===== config.mk =====
export PLATFORM = sky130hd
export DESIGN_NAME = fft_sdf_stage_ctrl
export DESIGN_NICKNAME = d
export VERILOG_FILES = /design/src/rtl/fft_sdf_stage_ctrl.sv
export SDC_FILE = /design/constraint.sdc
export NUM_CORES = 1
export LEC_CHECK = 0
export CORE_ASPECT_RATIO = 1.75
export CORE_MARGIN = 5
export CORE_UTILIZATION = 31
export CTS_BUF_LIST = sky130_fd_sc_hd__clkbuf_16
export CTS_CLUSTER_DIAMETER = 120
export DETAILED_ROUTE_END_ITERATION = 6
export MAX_ROUTING_LAYER = met4
export PLACE_DENSITY = 0.52
export SLEW_MARGIN = 20
export SYNTH_ARGS = -nofsm -noshare
export SYNTH_HDL_FRONTEND = slang
export SYNTH_SLANG_ARGS = --single-unit

===== constraint.sdc =====
create_clock -name clk -period 2.58 [get_ports clk]
set_clock_uncertainty 0.2 [all_clocks]
set_input_delay 0.258 -clock clk [delete_from_list [all_inputs] [get_ports clk]]
set_output_delay 0.258 -clock clk [all_outputs]
set_load 0.02 [all_outputs]

===== src/rtl/fft_sdf_stage_ctrl.sv =====
// Control sequencer for one radix-2 SDF (BF2I) FFT stage: butterfly enable/select, output framing, twiddle address.
// Optional FFT_CTRL_BACK2BACK_EN: a new frame may start in DRAIN before its first advance.
module fft_sdf_stage_ctrl #(
    parameter int  N_POINT = 64,
    parameter int  STAGE   = 0,
    parameter int  BF_LAT  = 1,
    localparam int TW_W    = $clog2(N_POINT) - 1
) (
    input  logic            clk,
    input  logic            rst,
    input  logic            in_valid,
    input  logic            in_sof,
    output logic            in_ready,
    input  logic            out_ready,
    output logic            bf_en,
    output logic            bf_sel,
    output logic            out_valid,
    output logic            out_sof,
    output logic            out_eof,
    output logic [TW_W-1:0] tw_addr,
    output logic            busy,
    output logic            err_sof
);
    localparam int D         = N_POINT >> (STAGE + 1);
    localparam int CNT_W     = $clog2(N_POINT);
    localparam int SEL_BIT   = $clog2(D);
    localparam int DRAIN_LEN = D + BF_LAT;
    localparam int DC_W      = $clog2(DRAIN_LEN + 1);
    localparam int J_W       = $clog2(N_POINT + DRAIN_LEN) + 1;

    typedef enum logic [1:0] {
        IDLE,
        RUN,
        DRAIN
    } state_t;

    typedef struct packed {
        logic            valid;
        logic            sof;
        logic            eof;
        logic [TW_W-1:0] tw;
    } tag_t;

    state_t           state, state_nx;
    logic [CNT_W-1:0] cnt, cnt_nx;
    logic [DC_W-1:0]  dcnt, dcnt_nx;
    logic             overlap, overlap_nx;
    logic             accept, drop, drain_adv, advance;
    logic [J_W-1:0]   j;
    tag_t             tag_in;
    tag_t             pipe [BF_LAT];

    // Output tag for advance j of a frame; invalid outside the D..N_POINT+D-1 window.
    function automatic tag_t make_tag(input logic [J_W-1:0] idx);
        tag_t           t;
        logic [J_W-1:0] m;
        t = '0;
        m = idx - J_W'(D);
        if (idx >= J_W'(D) && idx <= J_W'(N_POINT + D - 1)) begin
            t.valid = 1'b1;
            t.sof   = (idx == J_W'(D));
            t.eof   = (idx == J_W'(N_POINT + D - 1));
            if (m[SEL_BIT]) begin
                t.tw = TW_W'((m & J_W'(D - 1)) << STAGE);
            end
        end
        return t;
    endfunction

    // NOTE: every signal driven here gets a default first, so no path can infer a latch.
    always_comb begin
        state_nx   = state;
        cnt_nx     = cnt;
        dcnt_nx    = dcnt;
        overlap_nx = overlap;
        in_ready   = 1'b0;
        accept     = 1'b0;
        drop       = 1'b0;
        drain_adv  = 1'b0;
        bf_sel     = 1'b0;
        err_sof    = 1'b0;
        j          = '0;

        if (!rst) begin
            unique case (state)
                IDLE: begin
                    in_ready = out_ready;
                    accept   = in_valid & in_ready;
                    drop     = accept & ~in_sof;
                    err_sof  = drop;
                    if (accept && in_sof) begin
                        state_nx   = RUN;
                        cnt_nx     = CNT_W'(1);
                        overlap_nx = 1'b0;
                    end
                end
                RUN: begin
                    in_ready = out_ready;
                    accept   = in_valid & in_ready;
                    bf_sel   = cnt[SEL_BIT];
                    err_sof  = accept & in_sof & (cnt != '0);
                    // While a back-to-back frame starts, its first D advances carry the old frame's tail.
                    if (overlap && cnt < CNT_W'(D)) begin
                        j = J_W'(N_POINT) + J_W'(cnt);
                    end else begin
                        j = J_W'(cnt);
                    end
                    if (accept) begin
                        if (cnt == CNT_W'(N_POINT - 1)) begin
                            state_nx = DRAIN;
                            cnt_nx   = '0;
                            dcnt_nx  = '0;
                        end else begin
                            cnt_nx = cnt + CNT_W'(1);
                        end
                    end
                end
                DRAIN: begin
`ifdef FFT_CTRL_BACK2BACK_EN
                    if (dcnt == '0) begin
                        in_ready = out_ready & in_sof;
                    end
`endif
                    accept    = in_valid & in_ready;
                    drain_adv = out_ready;
                    j         = J_W'(N_POINT) + J_W'(dcnt);
                    if (accept) begin
                        state_nx   = RUN;
                        cnt_nx     = CNT_W'(1);
                        dcnt_nx    = '0;
                        overlap_nx = 1'b1;
                    end else if (drain_adv) begin
                        if (dcnt == DC_W'(DRAIN_LEN - 1)) begin
                            state_nx = IDLE;
                            dcnt_nx  = '0;
                        end else begin
                            dcnt_nx = dcnt + DC_W'(1);
                        end
                    end
                end
                default: state_nx = IDLE;
            endcase
        end

        advance = (accept & ~drop) | drain_adv;
        tag_in  = make_tag(j);
    end

    // NOTE: sequential state uses non-blocking assignments so all registers update from pre-edge values.
    always_ff @(posedge clk) begin
        if (rst) begin
            state   <= IDLE;
            cnt     <= '0;
            dcnt    <= '0;
            overlap <= 1'b0;
            // NOTE: the tag pipe is control state, so it is cleared on reset to kill a partial frame.
            for (int i = 0; i < BF_LAT; i++) begin
                pipe[i] <= '0;
            end
        end else begin
            state   <= state_nx;
            cnt     <= cnt_nx;
            dcnt    <= dcnt_nx;
            overlap <= overlap_nx;
            if (advance) begin
                pipe[0] <= tag_in;
                for (int i = 1; i < BF_LAT; i++) begin
                    pipe[i] <= pipe[i-1];
                end
            end
        end
    end

    assign bf_en     = advance;
    assign busy      = !rst && (state != IDLE);
    assign out_valid = pipe[BF_LAT-1].valid;
    assign out_sof   = pipe[BF_LAT-1].sof;
    assign out_eof   = pipe[BF_LAT-1].eof;
    assign tw_addr   = pipe[BF_LAT-1].tw;

endmodule

# Word level (Yosys, flattened, before mapping)
# Memories as Yosys holds them, arrays and structs flattened.
# Index checks and enable logic that the tools add are counted.
# word_totals
regBits	14
ram_bits	8
in_bits	5
out_inout_bits	13
word_cells	81
n_memories	1
# op_classes
addsub	4
order_cmp	2
n_eq_ne	11
n_mux	38
bitwise	8
n_reduce_logical	14
# mem_list
name	depth	width	read_ports	rd_ports_with_merged_regs	write_ports	line_no	source
pipe	1	8	1	0	1	51	tag_t pipe [BF_LAT];
# ops
operator	count
$mux 6	7
$mux 8	3
$pmux 6 s2	2
$mux 1	17
$pmux 8 s2	1
$add 6x1->6 const B	2
$eq 6x6->1 const B	2
$mux 2	5
$ne 2x2->1 const B	5
$add 7x6->8 const A	1
$eq 8x6->1 const B	1
$eq 8x7->1 const B	1
$ge 8x6->1 const B	1
$le 8x7->1 const B	1
$reduce_or 8->1	1
$pmux 2 s3	1
$reduce_bool 2->1	3
$reduce_bool 6->1	1
$sub 6x6->6 const B	1
$and 1x1->1	5
$mux 5	1
$reduce_and 5->1	1
$reduce_and 4->1	1
$logic_and 1x1->1	3
9 further kinds	10

# Longest topological paths before layout
# depth
ltp_word	12
mapped_depth	8
depth_no_buf	6

# Worst setup path before layout
# OpenSTA, ideal clock, no wires.
# synth_path
kind	reg-to-reg
from	register state[0]
to	memory pipe[0][0] (netlist bit), enable pin
setup_ps	384
arrival_ps	1623
required_time_ps	1996
path_slack_ps	373
stages_incl_launch_ff	6
n_path_buf	0
synth_period_minus_slack_ps	2207
path_cell_list	dfxtp_1 -> inv_1 -> ha_1 -> mux2_2 -> a21oi_1 -> o21ai_0
# synth_via
elab_chain_len	11
word_cells_on_any_way	18
classes_between	2 x eq/ne; 10 x mux; 3 x bitwise; 3 x reduce/logical
# synth_rtl
item	line_no	source
start: declaration	44	state_t state, state_nx;
start signal: assignment	161	state <= state_nx;
$eq 2x1->1 / $logic_not 2->1 (equally long branches)	85	unique case (state)
$reduce_or 2->1 (no source line) / $mux 1 (equally long branches)	n/a	
$mux 1, on equally long branches	n/a	
$mux 1 / $not 1->1 (equally long branches)	84, 145	
$and 1x1->1	145	advance = (accept & ~drop) | drain_adv;
$or 1x1->1 *	145	
$mux 1 *	165	if (advance) begin
$mux 1 *	151	if (rst) begin
$mux 1 (not written as such) *	166	pipe[0] <= tag_in;
$reduce_or 8->1 (no source line)	n/a	
$mux 1 (no source line) *	n/a	
end: declaration	51	
# Mark *: on every way between the ends. The rest lies on a longest branch, timed or not.

# Worst setup path after layout
# layout_path
from	register state[1]
to	output bf_sel
# layout_via
elab_chain_len	3
# layout_rtl
item	line_no	source
$eq 2x1->1	85	
$mux 1	85	
$mux 1	84	if (!rst) begin
end: declaration	16	output logic bf_sel,
# No other way between the ends.

==> results.cfg <==
[global_route]
grt_max_degree = 15
first_global_vias = 1325
grt_use_total_pct = 13.6
antenna_found_initial = 0
grt-ovfl-total = 0
grt_pass1_wl_um = 6260

[placement]
globalplace.congestion = 0.839
place_area_um2 = 1690
port_buffers = 17
post-dp-hpwl_um = 2940

[clocking]
cts_resized = 0
insertion_delay_ps = 260
ctsRootBufferMaster = clkbuf_16
cts_tree = yes
clockBufferDepth = 2
cts_buffers = 3
cts_setup_buffers = 0
cts_hold_buf = 0
cts.clk_slew.worst_paths_ps = 60
cts_max_level = 1
cts_num_sinks = 22

[final_layout]
mostFrequentLayoutCells = clkdlybuf4s50_1, a21oi_1, nand2_1, dfxtp_1, inv_1
fill_cells = 453
final_common_cell = clkdlybuf4s50_1
final_core_util_pct = 40.3
drive_gt1_share_pct = 11.2
final_area_um2 = 1770
area_growth_syn_to_layout_pct = 26.2
num_antenna_cells = 0
layout.nets = 201

[sta]
finalSetupViolCount = 0
fmax_ghz = 0.411
tns_ps = 0
post-route-min-period_ps = 2440
rsz0062_at_grt = false
slew_headroom_pct = 50.5
hold_viol = 0
period_share_pct = 94.4
tightest_slew_ps = 738
final_max_slew_viol_count = 0

[routing]
wl_met1_um = 1460
wl_per_cell_um = 15.7
first_iter_violations = 36
via_count = 1335
drtAntennaViolNets = 0
dr.max_layer_used = met4
dr_wl_met2_um = 1990
viasPerCell = 5.61
drc = 0
met3WireLength_um = 144
drt_first_pass_iters = 4
routed_wl_um = 3750

[die]
start_util_pct = 31.9
core.rowCount = 32
core-area_um2 = 4400
io_pins = 18
dieWidth_um = 60.9
die-area_um2 = 6040
die_h_um = 99.1

[worst_setup_path]
crit_path_end_kind = output pin
start_kind = flop
critPathKind = flop to output pin
r2r_slack_ps = 330
cp.arrival_ps = 1980
crit_fanout = 5
crit_required_ps = 2120

[power]
powerDensity_nw_per_um2 = 727
ir_drop_uv = 317
p_leak_uw = 0.000653

[yosys]
synth.ff_latch_count = 22
synth_area_um2 = 1410
ys_types = 41
ys.warnings.count = 0
synth_nets = 175
avgSynthCellArea_um2 = 8.68
yosysSeqAreaShare_pct = 37.0
synthCells = 162

[min_path]
hp-class = flop to flop

[run_status]
status = completed

[job]
max_cap_viol_count = 0
==> path summary, 6_finish.rpt <==
check / startpoint / to / cells after the start
worst min-delay path: state[1] / state[1] / 2
worst max-delay path: state[1] / bf_sel / 5
worst max register to register: state[1] / state[0] / 7
worst min register to register: state[1] / state[1] / 2
==> power breakdown <==
part,internal [µW],switching [µW]
Clock,207,133
Sequential,389,23.1
Combinational,216,323
==> state kept, by name, indices dropped and copies added (netlist names) <==
name   flops
pipe       8
cnt        6
dcnt       6
state      2
==> critical path: stages (launching register included) <==
cell and delay (ps):
dfxtp_1 320, inv_1 100, ha_1 240, inv_1 160
nor3_2 250, clkdlybuf4s50_1 650
==> through the flow <==
stage / worst slack (ps) / hold WS [ps] / total power (µW) / cells
floorplan: 373 / 251 / 771 / 162
global placement: 213 / 264 / 944 / 234
detailed placement: 38.4 / 280 / 959 / 234
CTS: 28.2 / 288 / 1300 / 238
global route: 40.3 / 299 / 1360 / 238
finish: 144 / 283 / 1290 / 238
==> cell usage after synthesis, drive strengths merged <==
master / number / area (µm²)
buf: 5 / 27.5
clkbuf: 2 / 7.51
clkinv: 1 / 3.75
a41oi: 1 / 27.5
nand2b: 3 / 18.8
nor2: 10 / 37.5
dfxtp: 14 / 280
o21ai: 8 / 40.0
o41ai: 1 / 16.3
o31a: 1 / 8.76
mux2i: 3 / 33.8
a21oi: 14 / 70.1
nand4b: 3 / 41.3
nor4: 4 / 25.0
nand4: 3 / 18.8
or4: 4 / 30.0
a21boi: 1 / 7.51
and3: 2 / 12.5
nand2: 14 / 52.6
and2: 1 / 8.76
or3: 2 / 12.5
a211oi: 2 / 15.0
nor3: 5 / 25.0
nand3: 12 / 60.1
a41o: 1 / 10.0
o32ai: 1 / 8.76
inv: 13 / 48.8
and4b: 1 / 10.0
o21a: 1 / 7.51
o31ai: 4 / 30.0
a31oi: 2 / 12.5
a21o: 1 / 7.51
mux2: 1 / 11.3
nor3b: 1 / 7.51
a22oi: 3 / 22.5
ha: 8 / 100
a22o: 1 / 8.76
edfxtp: 8 / 240
==> cells by family (layout without fill, tap and decap cells) <==
group           Yosys count  count (layout)  synth area share (%)
mux                       4               4                  3.20
simple gates             65              65                  25.6
compound gates           42              42                  20.8
flops                    22              22                  37.0
buf+inv                  21              46                  6.23
fa+ha+maj                 8               8                  7.12
==> layout make-up <==
class	count	area (µm²)	share of cell area [%]
multi-input combinational	119	803	45.3
sequential	22	520	29.3
timing repair buffer	28	255	14.4
clock buffer	3	75.1	4.23
tap	51	63.8	3.60
inverter	14	52.6	2.96
clock inverter	1	3.75	0.212
==> per-layer routing <==
layer	track usage (%)	vias up
li1	-	654
met1	14.9	634
met2	23.5	37
met3	1.69	10
met5	-	-
met4	6.34	0
(Power assumes the default switching activity.)
